`config.mk`:
```
export PLATFORM = sky130hd
export DESIGN_NAME = vga_timing_gen
export DESIGN_NICKNAME = d
export VERILOG_FILES = /design/src/rtl/vga_timing_gen.sv
export SDC_FILE = /design/constraint.sdc
export NUM_CORES = 1
export LEC_CHECK = 0
export CELL_PAD_IN_SITES_DETAIL_PLACEMENT = 0
export CELL_PAD_IN_SITES_GLOBAL_PLACEMENT = 1
export CORE_MARGIN = 2
export CORE_UTILIZATION = 40
export DETAILED_ROUTE_END_ITERATION = 7
export PLACE_DENSITY_LB_ADDON = 0.1
export REMOVE_ABC_BUFFERS = 1
export SLEW_MARGIN = 20
export SYNTH_ARGS = -nofsm -noshare
export SYNTH_HDL_FRONTEND = slang
export SYNTH_SLANG_ARGS = --single-unit
```
`constraint.sdc`:
```
create_clock -name FPGA_GlobalClock -period 7.5 [get_ports FPGA_GlobalClock]
set_clock_uncertainty 0.2 [all_clocks]
set_input_delay 1.875 -clock FPGA_GlobalClock [delete_from_list [all_inputs] [get_ports FPGA_GlobalClock]]
set_output_delay 1.875 -clock FPGA_GlobalClock [all_outputs]
set_load 0.01 [all_outputs]
```
`src/rtl/vga_timing_gen.sv`:
```
// 640x480@60 VGA timing generator: pixel divider, h/v raster counters, a coordinate
// stage for the renderer, a registered sync/colour stage, and a vblank swap handshake.
module vga_timing_gen #(
  parameter int PIX_DIV  = 4,
  parameter int H_ACTIVE = 640,
  parameter int H_FP     = 16,
  parameter int H_SYNC   = 96,
  parameter int H_BP     = 48,
  parameter int V_ACTIVE = 480,
  parameter int V_FP     = 10,
  parameter int V_SYNC   = 2,
  parameter int V_BP     = 33,
  parameter bit SYNC_POL = 1'b0
) (
  input  logic        FPGA_GlobalClock,
  input  logic        RST,
  input  logic [11:0] pix_rgb_i,
  input  logic        swap_req_i,
  output logic [9:0]  pix_x,
  output logic [9:0]  pix_y,
  output logic        pix_req,
  output logic        pix_tick,
  output logic        frame_start,
  output logic        vblank,
  output logic        swap_ack_o,
  output logic        VGA_HS_O,
  output logic        VGA_VS_O,
  output logic [3:0]  VGA_R,
  output logic [3:0]  VGA_G,
  output logic [3:0]  VGA_B
);

  localparam int H_TOTAL = H_ACTIVE + H_FP + H_SYNC + H_BP;
  localparam int V_TOTAL = V_ACTIVE + V_FP + V_SYNC + V_BP;

  localparam logic [3:0] DIV_LAST = 4'(PIX_DIV - 1);
  localparam logic [9:0] H_LAST   = 10'(H_TOTAL - 1);
  localparam logic [9:0] V_LAST   = 10'(V_TOTAL - 1);
  localparam logic [9:0] H_ACT    = 10'(H_ACTIVE);
  localparam logic [9:0] V_ACT    = 10'(V_ACTIVE);
  localparam logic [9:0] HS_START = 10'(H_ACTIVE + H_FP);
  localparam logic [9:0] HS_END   = 10'(H_ACTIVE + H_FP + H_SYNC);
  localparam logic [9:0] VS_START = 10'(V_ACTIVE + V_FP);
  localparam logic [9:0] VS_END   = 10'(V_ACTIVE + V_FP + V_SYNC);

  logic [3:0] div;
  logic [9:0] h;
  logic [9:0] v;
  logic       swap_pend;
  logic       swap_grant;
  logic       h_wrap;

  assign pix_tick = (div == DIV_LAST);
  assign vblank   = (pix_y >= V_ACT);
  assign h_wrap   = (h == H_LAST);

  // Grant lands on the tick that moves stage 0 onto the first vblank line.
  assign swap_grant = pix_tick && (h == 10'd0) && (v == V_ACT) && (swap_pend || swap_req_i);

  always_ff @(posedge FPGA_GlobalClock) begin
    if (RST) begin
      div <= '0;
      h   <= '0;
      v   <= '0;
    end else begin
      div <= pix_tick ? 4'd0 : div + 4'd1;
      if (pix_tick) begin
        h <= h_wrap ? 10'd0 : h + 10'd1;
        if (h_wrap) begin
          v <= (v == V_LAST) ? 10'd0 : v + 10'd1;
        end
      end
    end
  end

  // Stage 0: coordinates handed to the renderer.
  always_ff @(posedge FPGA_GlobalClock) begin
    if (RST) begin
      pix_x       <= '0;
      pix_y       <= '0;
      pix_req     <= 1'b0;
      frame_start <= 1'b0;
    end else begin
      frame_start <= 1'b0;
      if (pix_tick) begin
        pix_x       <= h;
        pix_y       <= v;
        pix_req     <= (h < H_ACT) && (v < V_ACT);
        frame_start <= (h == 10'd0) && (v == 10'd0);
      end
    end
  end

  // Stage 1: pins describe the coordinate stage 0 held one tick earlier.
  always_ff @(posedge FPGA_GlobalClock) begin
    if (RST) begin
      VGA_HS_O <= ~SYNC_POL;
      VGA_VS_O <= ~SYNC_POL;
      VGA_R    <= '0;
      VGA_G    <= '0;
      VGA_B    <= '0;
    end else if (pix_tick) begin
      VGA_HS_O <= (pix_x >= HS_START && pix_x < HS_END) ? SYNC_POL : ~SYNC_POL;
      VGA_VS_O <= (pix_y >= VS_START && pix_y < VS_END) ? SYNC_POL : ~SYNC_POL;
      {VGA_R, VGA_G, VGA_B} <= pix_req ? pix_rgb_i : 12'h000;
    end
  end

  always_ff @(posedge FPGA_GlobalClock) begin
    if (RST) begin
      swap_pend  <= 1'b0;
      swap_ack_o <= 1'b0;
    end else begin
      swap_ack_o <= swap_grant;
      if (swap_grant) begin
        swap_pend <= 1'b0;
      end else if (swap_req_i) begin
        swap_pend <= 1'b1;
      end
    end
  end

endmodule

```
==> impl_metrics.tcl, run 1 <==
set metrics [dict create \
    setup_viol 0 \
    synth_top_area_cell "dfxtp_1" \
    synth_area_leaders "dfxtp_1 49%, nand2_1 9.7%, a21oi_1 8.8%, nand3_1 4.3%, or4_1 2.7%" \
    nNetsFinal 377 \
    slew_viol_final 0 \
    io_pins 54 \
    insertion_delay_ns 0.34 \
    cts_buffers 9 \
    antenna_found_initial 0 \
    maxSlewHeadroom_pct 38.05 \
    yosys_warnings 0 \
    hold_viol 0 \
    drive_above_1_share_pct 5.801 \
    tightest_slew_ns 0.9215 \
    vias_per_cell 5.267 \
    grt_first_pass_wirelength_um 10410 \
    holdBufCountCts 0 \
    cts.sinks 62 \
    vias 2312 \
    status "finished clean" \
    wirelength_um 6132 \
    overflow 0 \
    antenna_cells 0 \
    seq_area_frac_synth_pct 48.70 \
    hold_class "reg -> reg" \
    dieArea_um2 7027 \
    dr.pass1.iters 7 \
    crit_required_ns 5.43 \
    area_growth_pct 31.07 \
    cts_tree "built" \
    port_buffers 53 \
    leakage_nw 1.077 \
    core_um2 6241 \
    grt_usage_pct 18.65 \
    ir_drop_mv 0.09132 \
    final.setup.tns_ns 0 \
    power_density_nw_per_um2 213.1 \
    final_cell_area_um2 3341 \
    routedWlPerCell_um 13.97 \
    syn_avg_cell_area_um2 8.169 \
    ctsResizeCount 0 \
    crit_path_end_kind "output pin" \
    cts-root-buf "clkbuf_8" \
    rsz0062_at_grt "no" \
    min_period_over_period_pct 53.55 \
    dp_hpwl_um 3920 \
    clockBufferDepth 2 \
    drc_errors 0 \
    rows 29 \
    placed_cell_area_um2 3107 \
    syn_area_um2 2549 \
    cts_setup_buffers 0 \
    utilization_pct 53.53 \
    fmaxAchievable_mhz 249.0 \
    period_needed_ns 4.016 \
    ant_nets 0 \
    die_w_um 83.83 \
    place_congestion 0.7757 \
    cp_max_fo 3 \
    critPathLaunchType "flop" \
    htreeDepth 3 \
    syn_inst 312 \
    die_y_um 83.83 \
    crit_type "reg -> out" \
    drt_iter0_markers 147 \
    synth_seq_cells 62 \
    start_util_pct 40.84 \
    cap_violations 0 \
    synth.distinct_cells 32 \
    grt_pass1_vias 2154 \
    clkTransAtPathRegs_ns 0.07 \
    report.power.total_mw 0.7117 \
    grt_max_degree 56 \
    synth_top_area_share_pct 48.70 \
    arrival_ns 1.94 \
]
==> layout make-up <==
class	count	area, um^2
sequential	62	1241
inverter	7	26.28
clock inverter	3	65.06
tap	77	96.34
timing repair buffer	56	548.0
clock buffer	13	168.9
multi-input combinational	221	1195
fill	596	2900
==> final timing paths <==
kind,start,slack [ns],endpoint,depth (start not counted)
setup / recovery,div[0],3.48,pix_tick,4
hold / removal,VGA_R[0],0.25,VGA_R[0],2
setup reg to reg,div[0],4.39,v[9],6
hold reg to reg,VGA_R[0],0.25,VGA_R[0],2
==> state kept, by name, indices dropped and copies added (netlist names) <==
signal       cells
h               10
pix_x           10
pix_y           10
v               10
VGA_B            4
VGA_G            4
VGA_R            4
div              4
VGA_HS_O         1
VGA_VS_O         1
frame_start      1
pix_req          1
swap_ack_o       1
swap_pend        1
==> worst max-delay path, stage by stage, from the launching register on <==
cell and delay [ns]:
dfxtp_1 0.35, ha_1 0.19, or3b_1 0.42, inv_1 0.11
clkdlybuf4s50_1 0.53
==> per-stage QoR <==
step | std cells | setup WS [ns] | hold slack [ns]
2_1_floorplan | 290 | 3.293 | 0.2264
3_5_place_dp | 423 | 3.830 | 0.2433
4_1_cts | 439 | 3.446 | 0.2526
3_3_place_gp | 423 | 3.841 | 0.2387
6_report | 439 | 3.484 | 0.2482
5_1_grt | 439 | 3.384 | 0.2728
==> kinds of logic (layout without fill, tap and decap cells) <==
kind of cell	Yosys count	after routing	synth area share (%)
simple gates	148	148	28.52
flops	62	62	48.70
compound gates	59	59	12.81
buf+inv	29	79	4.418
xor+xnor	9	9	3.093
fa+ha+maj	5	5	2.455
==> report_power, final <==
group | internal, mW | switching, mW
logic | 0.0134 | 0.0201
registers | 0.332 | 0.00328
clock network | 0.214 | 0.129
total | 0.560 | 0.152
==> Yosys cell counts (all sizes together) <==
cell / instances
o31ai: 5
nand2b: 2
nand4b: 2
xor2: 2
or3: 5
nand2: 66
or3b: 1
a311oi: 1
nand3: 22
nand4: 9
or4: 9
a21oi: 45
nor4: 8
buf: 5
ha: 5
dfxtp: 62
nand3b: 1
or2: 1
a41oi: 1
o21bai: 3
nor3b: 1
o21ai: 3
o31a: 1
nor3: 11
clkbuf: 17
xnor2: 7
inv: 7
nor4b: 1
nor2: 9
==> layout by cell type, fill, tap and decap left out, types with 2 or more instances in the layout <==
master / count
bufinv_16: 2
xor2_1: 2
o31ai_1: 5
xnor2_1: 7
o21ai_0: 3
nor3_1: 11
inv_1: 7
clkdlybuf4s50_1: 52
or3_1: 5
buf_4: 3
nor2_1: 9
nand4b_1: 2
o21bai_1: 3
a21oi_1: 45
or4_1: 9
ha_1: 5
nand4_1: 9
nand3_1: 22
clkbuf_8: 12
nor4_1: 7
nand2b_1: 2
dfxtp_1: 62
nand2_1: 66
==> per-layer routing <==
layer | global-route usage [%] | wire length, um
met1 | 25.79 | 3056
met3 | 5.143 | 284
met2 | 27.35 | 2698
met5 | 0 | 0
met4 | 7.918 | 92
No activity file was read; power rests on OpenSTA's default activity.
==> run 2: changes to the inputs <==
- CORE_UTILIZATION: 40 -> 33
- clock period: 7.5 -> 3.3 ns (I/O delays scaled with it)
==> impl_metrics.tcl, run 2 (synthesis gave the netlist of run 1 again) <==
set metrics [dict create \
    dieArea_um2 8442 \
    fmaxAchievable_mhz 321.8 \
    drt_iter0_markers 115 \
    place_congestion 0.7483 \
    cts_setup_buffers 0 \
    fillers 789 \
    grt_max_degree 41 \
    crit_type "reg -> out" \
    power_density_nw_per_um2 451.5 \
    status "finished clean" \
    nNetsFinal 381 \
    die_w_um 91.88 \
    min-delay-start "VGA_B[3]" \
    ant_nets 0 \
    port_buffers 53 \
    setup_viol 0 \
    period_needed_ns 3.107 \
    cts_tree "built" \
    routedWlPerCell_um 13.94 \
    hold_viol 0 \
    clockBufferDepth 2 \
    drive_above_1_share_pct 6.831 \
    dr.pass1.iters 4 \
    multiInputGateArea_um2 1195 \
    tightest_slew_ns 0.5838 \
    insertion_delay_ns 0.34 \
    core_um2 7607 \
    hold_class "reg -> reg" \
    reg2reg_from "div[0]" \
    overflow 0 \
    final_cells 468 \
    maxSlewHeadroom_pct 61.00 \
    rows 32 \
    final.setup.tns_ns 0 \
    antenna_found_initial 0 \
    cts.sinks 62 \
    vias_per_cell 5.038 \
    dp_hpwl_um 4160 \
    cts-root-buf "clkbuf_8" \
    vias 2358 \
    grt_usage_pct 16.43 \
    ir_drop_mv 0.1993 \
    holdBufCountCts 0 \
    power_frac_comb_pct 5.5 \
    critical_path.startpoint "div[0]" \
    p_switching_mw 0.3459 \
    grt_pass1_vias 2252 \
    ctsResizeCount 0 \
    area_growth_pct 32.16 \
    seq_area_um2 1241 \
    grt_first_pass_wirelength_um 10980 \
    seq_power_share_pct 49.9 \
    clkTransAtPathRegs_ns 0.07 \
    placed_cell_area_um2 3168 \
    cts_buffers 9 \
    final_cell_area_um2 3368 \
    dpl.cell_count 452 \
    slew_viol_final 0 \
    rsz0062_at_grt "no" \
    critPathLaunchType "flop" \
    p_clk_share_pct 44.6 \
    crit_required_ns 2.27 \
    min_period_over_period_pct 94.16 \
    io_pins 54 \
    mostFrequentLayoutCell "nand2_1" \
    mostFrequentLayoutCells "66 x nand2_1, 62 x dfxtp_1, 52 x clkdlybuf4s50_1, 45 x a21oi_1, 22 x nand3_1" \
    start_util_pct 33.50 \
    cap_violations 0 \
    drc_errors 0 \
    leakage_nw 1.084 \
    htreeDepth 3 \
    crit_path_end_kind "output pin" \
    p_int_mw 1.175 \
    die_y_um 91.88 \
    fin_hold_ws_ns 0.2491 \
    sw_frac_of_total_pct 22.75 \
    antenna_cells 0 \
    arrival_ns 2.08 \
    wirelength_um 6523 \
    cp_max_fo 14 \
]
-- run 2: changes by cell type in the layout (fill, tap and decap cells not counted), sizes merged --
cell	before	now
clkinv	1	3
clkbuf	13	12
bufinv	2	1
buf	4	8
-- run 2: cell type report --
cell class | count | share of cell area [%]
multi-input cells | 221 | 35.48
clock inverters | 4 | 1.337
flip-flops and latches | 62 | 36.85
repair buffers | 60 | 17.16
well taps | 102 | 3.789
clock buffers | 12 | 4.606
inverters | 7 | 0.7801
-- run 2: per-stage QoR --
stage	worst slack, ns	utilization (%)	power, mW
after floorplan	0.1431	-	0.8076
after global placement	0.5641	41.64	0.8620
after detailed placement	0.5328	41.64	0.8623
after CTS	0.1564	44.28	1.545
after global routing	0.07986	44.28	1.590
final	0.1928	44.28	1.521
-- run 2: power by group through the flow --
stage	clock (mW)	sequential (mW)	combinational, mW
after floorplan	0	0.779	0.0289
after global placement	0	0.776	0.0857
after detailed placement	0	0.777	0.0857
after CTS	0.700	0.759	0.0858
after global routing	0.737	0.760	0.0935
final	0.678	0.760	0.0835
-- run 2: final timing paths --
check              to  slack (ns)  depth (start not counted)
max          pix_tick        0.19                          5
min          VGA_B[3]        0.25                          2
max reg2reg      v[5]        0.62                          5
min reg2reg  VGA_B[3]        0.25                          2
-- run 2: routing by layer --
layer	wire [um]	part of all wire, %	up-vias	global-route usage, %
li1	-	-	1190	-
met1	3267	50	1098	21.36
met2	2811	43	59	25.49
met3	313	4.8	11	3.451
met4	130	2.0	0	8.955
met5	0	0	-	0
-- run 2: worst max-delay path: stages, from the launching register on --
cell and delay (ns):
dfxtp_1 0.35, ha_1 0.18, or3b_1 0.39, buf_4 0.21, inv_1 0.08, clkdlybuf4s50_1 0.53
==> run 3: changes to the inputs <==
- CORE_UTILIZATION: 33 -> 40
- clock period: 3.3 -> 3.6 ns (I/O delays scaled with it)
==> impl_metrics.tcl, run 3 (synthesis gave the netlist of run 1 again) <==
set metrics [dict create \
    drt_iter0_markers 141 \
    rows 29 \
    core_um2 6241 \
    dp_hpwl_um 3958 \
    vias_per_cell 5.238 \
    die_y_um 83.83 \
    vias 2310 \
    arrival_ns 1.93 \
    cp_max_fo 4 \
    start_util_pct 40.84 \
    cts_setup_buffers 0 \
    cts_buffers 9 \
    worst_slack_ns 0.5685 \
    antenna_cells 0 \
    rsz0062_at_grt "no" \
    slew_viol_final 0 \
    cap_violations 0 \
    period_needed_ns 3.032 \
    leakage_nw 1.070 \
    min-delay-start "VGA_R[0]" \
    place_congestion 0.7869 \
    clkTransAtPathRegs_ns 0.07 \
    die_w_um 83.83 \
    clockBufferDepth 2 \
    grt_first_pass_wirelength_um 10090 \
    drive_above_1_share_pct 6.593 \
    grt_max_degree 48 \
    port_buffers 53 \
    crit_required_ns 2.50 \
    mostFrequentLayoutCell "nand2_1" \
    final.setup.tns_ns 0 \
    multiInputGateArea_um2 1195 \
    status "finished clean" \
    insertion_delay_ns 0.33 \
    min_period_over_period_pct 84.21 \
    htreeDepth 3 \
    setup_viol 0 \
    ant_nets 0 \
    hold_viol 0 \
    power_density_nw_per_um2 415.2 \
    io_pins 54 \
    ctsResizeCount 0 \
    nNetsFinal 379 \
    dieArea_um2 7027 \
    hold_class "reg -> reg" \
    holdBufCountCts 0 \
    pre_cts_ws_ns 0.8906 \
    critical_path.startpoint "div[0]" \
    placed_cell_area_um2 3122 \
    grt_usage_pct 17.85 \
    cts.sinks 62 \
    overflow 0 \
    tightest_slew_ns 0.5657 \
    dr.pass1.iters 4 \
    cts-root-buf "clkbuf_8" \
    report.power.total_mw 1.379 \
    seq_area_um2 1241 \
    antenna_found_initial 0 \
    fillers 606 \
    routedWlPerCell_um 13.52 \
    crit_type "reg -> out" \
    grt_pass1_vias 2125 \
    critPathLaunchType "flop" \
    maxSlewHeadroom_pct 62.28 \
    reg2reg_from "div[0]" \
    crit_path_end_kind "output pin" \
    final_cell_area_um2 3321 \
    area_growth_pct 30.29 \
    drc_errors 0 \
    mostFrequentLayoutCells "66 x nand2_1, 62 x dfxtp_1, 52 x clkdlybuf4s50_1, 45 x a21oi_1, 22 x nand3_1" \
    cts_tree "built" \
    fmaxAchievable_mhz 329.9 \
    ir_drop_mv 0.2269 \
    wirelength_um 5963 \
]
run 3: cell types whose count changed in the layout (fill, tap and decap cells not counted), sizes merged:
| cell | change |
|---|---|
| clkinv | +1 |
| buf | -2 |
| clkbuf | -2 |
| clkinvlp | +1 |
run 3: path summary, 6_finish.rpt:
check	endpoint	slack [ns]	depth (start not counted)
setup / recovery	pix_tick	0.57	4
setup reg to reg	v[9]	0.86	5
hold / removal	VGA_R[0]	0.25	2
hold reg to reg	VGA_R[0]	0.25	2
run 3: routing by layer:
metal  track usage (%)  part of all wire [%]
met5                 0                     0
met4             7.918                   1.1
met3             3.858                   5.1
met2             27.20                    44
met1             24.33                    49
run 3: final cells by class:
cell class	count	area share [%]
flip-flops and latches	62	37.38
multi-input cells	221	35.98
repair buffers	58	16.96
clock buffers	10	4.145
well taps	77	2.901
clock inverters	6	1.846
inverters	7	0.7913
run 3: stage by stage:
stage	util, %	std cells	hold WS (ns)
3_3_place_gp	50.02	425	0.2380
6_report	53.21	441	0.2489
4_1_cts	53.21	441	0.2544
2_1_floorplan	-	290	0.2264
5_1_grt	53.21	441	0.2704
3_5_place_dp	50.02	425	0.2440
run 3: worst max-delay path, stage by stage (launching register included):
cell and delay [ns]:
dfxtp_1 0.36, ha_1 0.18, or3b_1 0.43, inv_1 0.10, clkdlybuf4s50_1 0.53
run 3: power by group:
| group | leakage (nW) | switching, mW | internal, mW |
|---|---|---|---|
| Combinational | 0.468 | 0.0414 | 0.0285 |
| Clock | 0.102 | 0.274 | 0.336 |
| Sequential | 0.500 | 0.00671 | 0.692 |
| Total | 1.07 | 0.322 | 1.06 |
